File: src/rtl/vga_dec_pkg.sv
// Shared constants and helpers for the VGA sync decoder: FSM encodings,
// counter widths and nominal 640x480 timing.
package vga_dec_pkg;

  localparam int CLK_CNT_W  = 12;
  localparam int LINE_CNT_W = 10;
  localparam int COORD_W    = 10;

  localparam int H_TOTAL_NOM      = 800;
  localparam int V_TOTAL_NOM      = 525;
  localparam int CLKS_PER_PIX_NOM = 2;

  localparam logic [1:0] ST_SEARCH  = 2'd0;
  localparam logic [1:0] ST_ACQUIRE = 2'd1;
  localparam logic [1:0] ST_LOCKED  = 2'd2;

  // Saturating increment shared by x, y and the line counter (all 10 bit).
  function automatic logic [COORD_W-1:0] inc_sat(input logic [COORD_W-1:0] v);
    return (&v) ? v : v + 1'b1;
  endfunction

endpackage

File: src/rtl/vga_edge_det.sv
// Input register plus polarity-aware leading-edge detector for one sync line.
module vga_edge_det #(
  parameter bit POL = 1'b0
) (
  input  logic clk,
  input  logic reset,
  input  logic sig,
  output logic level,
  output logic lead
);

  logic sig_reg;
  logic prev_reg;

  always_ff @(posedge clk) begin
    if (!reset) begin
      sig_reg  <= 1'b0;
      prev_reg <= 1'b0;
    end else begin
      sig_reg  <= sig;
      prev_reg <= sig_reg;
    end
  end

  assign level = sig_reg;
  assign lead  = (sig_reg == POL) && (prev_reg != POL);

endmodule

File: src/rtl/vga_sync_decoder.sv
// Rebuilds pixel coordinates from hs/vs/video and monitors line/frame timing.
// Define VGA_DEC_STATS_EN to build the saturating error counter.
module vga_sync_decoder
  import vga_dec_pkg::*;
#(
  parameter int H_TOTAL      = H_TOTAL_NOM,
  parameter int V_TOTAL      = V_TOTAL_NOM,
  parameter int CLKS_PER_PIX = CLKS_PER_PIX_NOM,
  parameter int HS_POL       = 0,
  parameter int VS_POL       = 0
) (
  input  logic               clk,
  input  logic               reset,
  input  logic               hs,
  input  logic               vs,
  input  logic               video,
  output logic [COORD_W-1:0] x,
  output logic [COORD_W-1:0] y,
  output logic               pix_valid,
  output logic               frame_start,
  output logic               locked,
  output logic               err_line,
  output logic               err_frame,
  output logic [15:0]        err_count
);

  localparam logic [CLK_CNT_W-1:0]  LINE_CLKS   = CLK_CNT_W'(H_TOTAL * CLKS_PER_PIX);
  localparam logic [CLK_CNT_W-1:0]  CLK_MAX     = '1;
  localparam logic [LINE_CNT_W-1:0] FRAME_LINES = LINE_CNT_W'(V_TOTAL);
  localparam logic [7:0]            SUB_LAST    = 8'(CLKS_PER_PIX - 1);

  logic hs_le, vs_le, vid_lvl, vid_re;
  logic hs_lvl_unused, vs_lvl_unused;

  vga_edge_det #(.POL(HS_POL != 0)) u_hs_det (
    .clk(clk), .reset(reset), .sig(hs), .level(hs_lvl_unused), .lead(hs_le));
  vga_edge_det #(.POL(VS_POL != 0)) u_vs_det (
    .clk(clk), .reset(reset), .sig(vs), .level(vs_lvl_unused), .lead(vs_le));
  vga_edge_det #(.POL(1'b1)) u_vid_det (
    .clk(clk), .reset(reset), .sig(video), .level(vid_lvl), .lead(vid_re));

  logic [1:0]            state_reg, state_next;
  logic                  hs_seen_reg, hs_seen_next;
  logic                  frame_err_reg, frame_err_next;
  logic [CLK_CNT_W-1:0]  clk_cnt_reg, clk_cnt_next;
  logic [LINE_CNT_W-1:0] line_cnt_reg, line_cnt_next, line_total;
  logic                  first_line_reg, first_line_next;
  logic [7:0]            sub_cnt_reg, sub_cnt_next;
  logic [COORD_W-1:0]    x_reg, x_next, y_reg, y_next;
  logic                  pix_valid_reg, pix_valid_next;
  logic                  frame_start_reg, locked_reg, err_line_reg, err_frame_reg;
  logic                  err_line_c, err_frame_c, clk_sat, go_search;

  // clk_cnt restarts at 1 so a nominal line reads exactly LINE_CLKS at the next edge.
  assign clk_sat    = (clk_cnt_reg == CLK_MAX);
  assign line_total = hs_le ? inc_sat(line_cnt_reg) : line_cnt_reg;
  assign err_line_c = hs_seen_reg &&
                      (hs_le ? (!clk_sat && (clk_cnt_reg != LINE_CLKS))
                             : (clk_cnt_reg == CLK_MAX - 1'b1));
  assign err_frame_c = vs_le && (state_reg != ST_SEARCH) && (line_total != FRAME_LINES);
  assign go_search   = (state_reg == ST_LOCKED) && (err_line_reg || err_frame_reg);

  always_comb begin
    state_next     = state_reg;
    frame_err_next = frame_err_reg;
    case (state_reg)
      ST_SEARCH:  if (vs_le) state_next = ST_ACQUIRE;
      ST_ACQUIRE: if (vs_le && !frame_err_reg && !err_line_c && !err_frame_c)
                    state_next = ST_LOCKED;
      ST_LOCKED:  if (go_search) state_next = ST_SEARCH;
      default:    state_next = ST_SEARCH;
    endcase
    if (vs_le)
      frame_err_next = 1'b0;
    else if (err_line_c)
      frame_err_next = 1'b1;

    hs_seen_next  = go_search ? 1'b0 : (hs_seen_reg || hs_le);
    clk_cnt_next  = hs_le ? CLK_CNT_W'(1) : (clk_sat ? clk_cnt_reg : clk_cnt_reg + 1'b1);
    line_cnt_next = vs_le ? '0 : line_total;
  end

  always_comb begin
    first_line_next = first_line_reg;
    sub_cnt_next    = sub_cnt_reg;
    x_next          = x_reg;
    y_next          = y_reg;
    pix_valid_next  = 1'b0;
    if (vid_re) begin
      x_next         = '0;
      sub_cnt_next   = '0;
      pix_valid_next = 1'b1;
      if (first_line_reg) begin
        y_next          = '0;
        first_line_next = 1'b0;
      end else begin
        y_next = inc_sat(y_reg);
      end
    end else if (vid_lvl) begin
      if (sub_cnt_reg == SUB_LAST) begin
        sub_cnt_next   = '0;
        x_next         = inc_sat(x_reg);
        pix_valid_next = 1'b1;
      end else begin
        sub_cnt_next = sub_cnt_reg + 8'd1;
      end
    end
    if (vs_le)
      first_line_next = 1'b1;
  end

  always_ff @(posedge clk) begin
    if (!reset) begin
      state_reg       <= ST_SEARCH;
      hs_seen_reg     <= 1'b0;
      frame_err_reg   <= 1'b0;
      clk_cnt_reg     <= '0;
      line_cnt_reg    <= '0;
      first_line_reg  <= 1'b0;
      sub_cnt_reg     <= '0;
      x_reg           <= '0;
      y_reg           <= '0;
      pix_valid_reg   <= 1'b0;
      frame_start_reg <= 1'b0;
      locked_reg      <= 1'b0;
      err_line_reg    <= 1'b0;
      err_frame_reg   <= 1'b0;
    end else begin
      state_reg       <= state_next;
      hs_seen_reg     <= hs_seen_next;
      frame_err_reg   <= frame_err_next;
      clk_cnt_reg     <= clk_cnt_next;
      line_cnt_reg    <= line_cnt_next;
      first_line_reg  <= first_line_next;
      sub_cnt_reg     <= sub_cnt_next;
      x_reg           <= x_next;
      y_reg           <= y_next;
      pix_valid_reg   <= pix_valid_next;
      frame_start_reg <= vs_le;
      locked_reg      <= (state_next == ST_LOCKED);
      err_line_reg    <= err_line_c;
      err_frame_reg   <= err_frame_c;
    end
  end

  assign x           = x_reg;
  assign y           = y_reg;
  assign pix_valid   = pix_valid_reg;
  assign frame_start = frame_start_reg;
  assign locked      = locked_reg;
  assign err_line    = err_line_reg;
  assign err_frame   = err_frame_reg;

`ifdef VGA_DEC_STATS_EN
  logic [15:0] err_count_reg;

  always_ff @(posedge clk) begin
    if (!reset)
      err_count_reg <= '0;
    else if ((err_line_reg || err_frame_reg) && (err_count_reg != 16'hFFFF))
      err_count_reg <= err_count_reg + 16'd1;
  end

  assign err_count = err_count_reg;
`else
  assign err_count = '0;
`endif

endmodule

File: config.mk
export PLATFORM = sky130hd
export DESIGN_NAME = vga_sync_decoder
export DESIGN_NICKNAME = d
export VERILOG_FILES = /design/src/rtl/vga_dec_pkg.sv /design/src/rtl/vga_edge_det.sv /design/src/rtl/vga_sync_decoder.sv
export SDC_FILE = /design/constraint.sdc
export NUM_CORES = 1
export LEC_CHECK = 0
export CORE_ASPECT_RATIO = 0.7
export CORE_UTILIZATION = 49
export DETAILED_ROUTE_END_ITERATION = 8
export PLACE_DENSITY = 0.84
export SLEW_MARGIN = 15
export SYNTH_ARGS = -nofsm -noshare
export SYNTH_HDL_FRONTEND = slang
export SYNTH_SLANG_ARGS = --single-unit
export TNS_END_PERCENT = 1
File: constraint.sdc
create_clock -name clk -period 1.71 [get_ports clk]
set_input_delay 0.513 -clock clk [delete_from_list [all_inputs] [get_ports clk]]
set_output_delay 0.513 -clock clk [all_outputs]
set_load 0.01 [all_outputs]
# After elaboration in Yosys (flattened, before gate mapping)
# Index checks and enable logic that the tools add are counted.
dict set report classes {
  n_addsub 5
  reduce_logical 29
  eq_ne 10
  n_bitwise 5
  muxes 17
}
# op n
set ops {}
lappend ops {{10-bit two-way mux} 4}
lappend ops {{10-bit by 1-bit adder with 10-bit output, second input constant} 3}
lappend ops {{10-bit AND reduction} 3}
lappend ops {{12-bit equality test, second input constant} 2}
lappend ops {{12-bit by 1-bit adder with 12-bit output, second input constant} 1}
lappend ops {{12-bit by 11-bit inequality test with 1-bit output, second input constant} 1}
lappend ops {{1-bit logical AND} 11}
lappend ops {{10-bit inequality test, second input constant} 1}
lappend ops {{8-bit by 1-bit adder with 8-bit output, second input constant} 1}
lappend ops {{8-bit by 1-bit equality test with 1-bit output, second input constant} 1}
lappend ops {{1-bit two-way mux} 8}
lappend ops {{8-bit two-way mux} 1}
lappend ops {{2-bit OR reduction} 4}
lappend ops {{2-bit two-way mux} 3}
lappend ops {{2-bit one-hot mux with 3 select lines} 1}
lappend ops {{1-bit NOT} 5}
lappend ops {{2-bit equality test, second input constant} 2}
lappend ops {{1-bit logical NOT} 4}
lappend ops {{2-bit inequality test, second input constant} 2}
lappend ops {{2-bit nonzero test} 2}
lappend ops {{3-bit AND reduction} 1}
lappend ops {{2-bit by 1-bit equality test with 1-bit output, second input constant} 1}
lappend ops {{2-bit logical NOT} 1}
lappend ops {{1-bit logical OR} 2}
lappend ops {{2-bit AND reduction} 1}
dict set report word_totals {
  wordCells 87
  output_inout_bits 41
  ff_bits 66
  input_bits 5
}

# Longest topological paths before layout
dict set report depth {
  word_depth 11
  ltp_mapped 8
  depth_no_buf 8
}

# Modules after synthesis
# A second synthesis with hierarchy kept.
dict set report hier_totals {
  cells_unflattened 367
  area_unflattened_um2 3221.8
}
# mod instances area_per_inst_um2 seq_area_each_um2 cells_each
set modules_own_cells {}
lappend modules_own_cells {vga_sync_decoder 1 3030.4 1201.2 352}
lappend modules_own_cells {{vga_edge_det at u_hs_det ...} 2 62.6 40.0 5}
lappend modules_own_cells {{vga_edge_det at u_vid_det} 1 66.3 40.0 5}

# Least setup slack after synthesis
# No wires, ideal clock.
dict set report synth_path {
  path_type {register -> register}
  startpoint {reg line_cnt_reg[1]}
  endpoint {reg locked_reg (netlist: locked)}
  t_arrival_ps 1692
  setup_time_ps 59
  period_less_slack_ps 1750
  stages_incl_launch_ff 8
  slack_ps -40
  path_buffers 0
  cell_sequence {dfxtp_1 ha_1 nand3b_1 nor2_1 o211a_1 o221ai_1 nor3_1 a31o_1}
}
dict set report synth_via {
  elab_chain_cells 10
  elab_cells_between_ends 11
  classes_between {add/sub (1); eq/ne (2); mux (4); reduce/logical (4)}
}
# item line_no
set synth_rtl {}
lappend synth_rtl {{start: declaration} vga_sync_decoder.sv:46} ;# logic [LINE_CNT_W-1:0] line_cnt_reg, line_cnt_next, line_total;
lappend synth_rtl {{start signal: assignment} vga_sync_decoder.sv:133} ;# line_cnt_reg <= line_cnt_next;
lappend synth_rtl {{10-bit by 1-bit adder with 10-bit output / 10-bit AND reduction (equally long branches)} vga_dec_pkg.sv:19} ;# return (&v) ? v : v + 1'b1;
lappend synth_rtl {{10-bit two-way mux} vga_dec_pkg.sv:19}
lappend synth_rtl {{10-bit two-way mux *} vga_sync_decoder.sv:56} ;# assign line_total = hs_le ? inc_sat(line_cnt_reg) : line_cnt_reg;
lappend synth_rtl {{10-bit inequality test *} vga_sync_decoder.sv:60} ;# assign err_frame_c = vs_le && (state_reg != ST_SEARCH) && (line_total != FRAME_LINES);
lappend synth_rtl {{1-bit logical AND *} vga_sync_decoder.sv:60}
lappend synth_rtl {{1-bit logical NOT *} vga_sync_decoder.sv:68} ;# ST_ACQUIRE: if (vs_le && !frame_err_reg && !err_line_c && !err_frame_c)
lappend synth_rtl {{1-bit logical AND *} vga_sync_decoder.sv:68}
lappend synth_rtl {{2-bit two-way mux *} vga_sync_decoder.sv:68}
lappend synth_rtl {{2-bit one-hot mux with 3 select lines *} vga_sync_decoder.sv:66} ;# case (state_reg)
lappend synth_rtl {{2-bit equality test *} vga_sync_decoder.sv:140} ;# locked_reg <= (state_next == ST_LOCKED);
lappend synth_rtl {{end signal: assignment} vga_sync_decoder.sv:140}
lappend synth_rtl {{end: declaration} vga_sync_decoder.sv:51} ;# logic frame_start_reg, locked_reg, err_line_reg, err_frame_reg;
# Mark *: on every way between the ends. The rest lies on a longest branch, timed or not.
# A chain may end at the register's enable or synchronous reset.

# Final worst setup path
dict set report layout_path {
  startpoint {reg line_cnt_reg[0]}
  endpoint {reg state_reg[1]}
}
dict set report layout_via {
  elab_chain_cells 9
  elab_cells_between_ends 10
  classes_between {add/sub (1); eq/ne (1); mux (4); reduce/logical (4)}
}
# item line_no
set layout_rtl {}
lappend layout_rtl {{10-bit by 1-bit adder with 10-bit output / 10-bit AND reduction (equally long branches)} vga_dec_pkg.sv:19}
lappend layout_rtl {{10-bit two-way mux} vga_dec_pkg.sv:19}
lappend layout_rtl {{10-bit two-way mux *} vga_sync_decoder.sv:56}
lappend layout_rtl {{10-bit inequality test *} vga_sync_decoder.sv:60}
lappend layout_rtl {{1-bit logical AND *} vga_sync_decoder.sv:60}
lappend layout_rtl {{1-bit logical NOT *} vga_sync_decoder.sv:68}
lappend layout_rtl {{1-bit logical AND *} vga_sync_decoder.sv:68}
lappend layout_rtl {{2-bit two-way mux *} vga_sync_decoder.sv:68}
lappend layout_rtl {{2-bit one-hot mux with 3 select lines *} vga_sync_decoder.sv:66}
lappend layout_rtl {{end signal: assignment} vga_sync_decoder.sv:129} ;# state_reg <= state_next;
lappend layout_rtl {{end: declaration} vga_sync_decoder.sv:42} ;# logic [1:0] state_reg, state_next;
# Marked as above.

==> flow_summary.toml <==
[status]
status = "finished with violations"
violations = "negative setup slack"

[placement]
dpl_cell_area_um2 = 3920
port-buffer-count = 29
pre_cts_slack_ps = -178
dpl.cell_count = 521
gp_congestion = 0.912
post-dp-hpwl_um = 5430

[synth]
synth_top_area_share_pct = 41.0
ys_seq_area_share_pct = 41.0
async_reset_ff_share_pct = 0
ys_types = 51
synthesis.area_um2 = 3220
synthCells = 370
ys.flop_type = "dfxtp_1"
yosys-top-cells-area = "dfxtp_1 41%, nor2_1 5.4%, xnor2_1 3.8%"
yosysWarnings = 0
synthMostInstantiatedCell = "dfxtp_1"
yosys-top-cells-count = "66 x dfxtp_1, 46 x nor2_1, 26 x nand2_1, 16 x buf_4, 15 x a21oi_1"
synth_seq_cells = 66
postSynthAreaPerCell_um2 = 8.71
synth_area_leader_cell = "dfxtp_1"
synth_edf_count = 0

[route]
routed_wl_um = 7470
drc_errors = 0
vias_per_cell = 5.36
initialDrtViolationCount = 162
dr_total_vias = 2876
ant_nets = 0
wl_per_cell_um = 13.9
drt_pass1_iterations = 4

[global_routing]
grt_max_degree = 13
grt_first_pass_wirelength_um = 12400
grt_pass1_vias = 2756
track_usage_pct = 23.0
antenna_found_initial = 0
grt_overflow = 0

[layout]
final_util_pct = 66.8
final_cells = 537
largest_reg_flops = 12
drive_gt1_share_pct = 24.4
stdcell_area_um2 = 4190
diodes = 0
area_delta_synth_final_pct = 30.1
fill_cells = 503
layout.nets = 467

[floorplan]
io_pins = 46
design.core.area_um2 = 6280
die_area_um2 = 6910
core.rowCount = 24
die_x_um = 98.9
initial_core_util_pct = 51.3
fp.dieH_um = 69.8

[cts]
post_cts_buffers = 0
htree_levels = 3
cts_tree = "yes"
insertion_delay_ps = 350
cts_root_buffer = "clkbuf_8"
numCtsBuffers = 9
clkTransAtPathRegs_ps = 70
cts.sinks = 66
clk_path_buf_depth = 2

[worst_setup_path]
cp-start-kind = "flop"
required_ps = 2000
worst_ep_arrival_time_ps = 2070
crit_fanout = 5
worstSetupPathType = "reg -> reg"
worstSetupEndpointType = "flop"

[pwr]
p_leak_nw = 1.79
power_density_nw_per_um2 = 733
ir_worst_vdd_mv = 0.498

[sta]
slew_viol_final = 0
tightest_slew_ps = 570
rsz0062_at_grt = "yes"
fin_ws_ps = -77.6
finalCritPeriodShare_pct = 105
max_slew_margin_pct = 61.7
hold_viol_final = 0
setup_violations = 6
holdWs_ps = 447
period_needed_ps = 1790
finClkSkew_ps = 11.9
fmax_mhz = 559

[hold_path]
hold_path.class = "reg -> reg"

[run]
maxCapViolCount = 0
[worst paths after layout]
path                                                 start                      end  slack [ps]  cells after the start
worst max-delay path            line_cnt_reg[0]$_SDFF_PP0_  state_reg[1]$_SDFF_PN0_         -80                      7
worst min-delay path                hs_seen_reg$_SDFF_PP0_   hs_seen_reg$_SDFF_PP0_         450                      2
worst max register to register  line_cnt_reg[0]$_SDFF_PP0_  state_reg[1]$_SDFF_PN0_         -80                      7
worst min register to register      hs_seen_reg$_SDFF_PP0_   hs_seen_reg$_SDFF_PP0_         450                      2
[timing repair]
item / CTS / global route
hold buffers: 0 / 0
pin swaps: 4 / 4
gates resized for setup: 43 / 12
hold endpoints to repair: 0 / 0
setup endpoints to repair: 37 / 22
[cells by family after synthesis]
logic type               count (synthesis)  synth area share, %
other                                    1                0.116
XOR/XNOR                                27                 7.34
flip-flops                              66                 41.0
buffers and inverters                   40                 6.80
AND/OR/NAND/NOR                        166                 27.6
adder cells (fa/ha/maj)                  8                 3.11
multiplexers                             7                 2.21
AO/OA/AOI/OAI                           55                 11.8
[layer usage]
layer | part of all wire (%) | routed length [um] | global-route usage (%)
met1 | 46 | 3450 | 27.8
met2 | 48 | 3570 | 37.8
met3 | 5.0 | 370 | 7.46
met4 | 1.0 | 76 | 9.78
met5 | 0 | 0 | 0
[per-stage QoR]
| stage | TNS, ps | total power, W |
|---|---|---|
| finish | -244 | 0.00307 |
| global route | -1240 | 0.00321 |
| CTS | -266 | 0.00310 |
| detailed placement | -1470 | 0.00182 |
| global placement | -847 | 0.00181 |
| floorplan | -43.2 | 0.00176 |
[power breakdown]
group	leakage [nW]	total [W]	switching [W]	internal (W)
clock	0.0990	0.00128	0.000609	0.000669
combinational	1.15	0.000205	0.000110	0.0000945
sequential	0.540	0.00159	0.0000243	0.00156
[worst max-delay path, cell delays in order (launching register included)]
cell      delay [ps]
dfxtp_2          340
ha_2             210
buf_4            160
a31oi_4          160
nor3b_2          260
o221ai_2         170
nor3_2           260
a31o_1           170
[final cells by class]
cell class              count  area (um^2)  area share (%)
inverters                  12         45.0            1.07
repair buffers             86          694            16.6
clock inverters             7         70.1            1.67
well taps                  78         97.6            2.33
flip-flops and latches     66         1340            31.9
clock buffers               9          124            2.96
multi-input cells         279         1820            43.5
[layout by cell type (no fill, tap or decap), types with 11 or more instances in the layout]
master         netlist  final
buf_4               16     57
dfxtp_1             66     54
nor2_1              46     45
nand2_1             26     26
dlygate4sd2_1        0     23
conb_1               1     16
a21oi_1             15     14
xnor2_1             14     13
nand4_1             13     13
xor2_1              13     13
inv_1               12     12
nand3_1             14     12
dfxtp_2              0     12
and2_1              11     11
No activity file was read; power rests on OpenSTA's default activity.
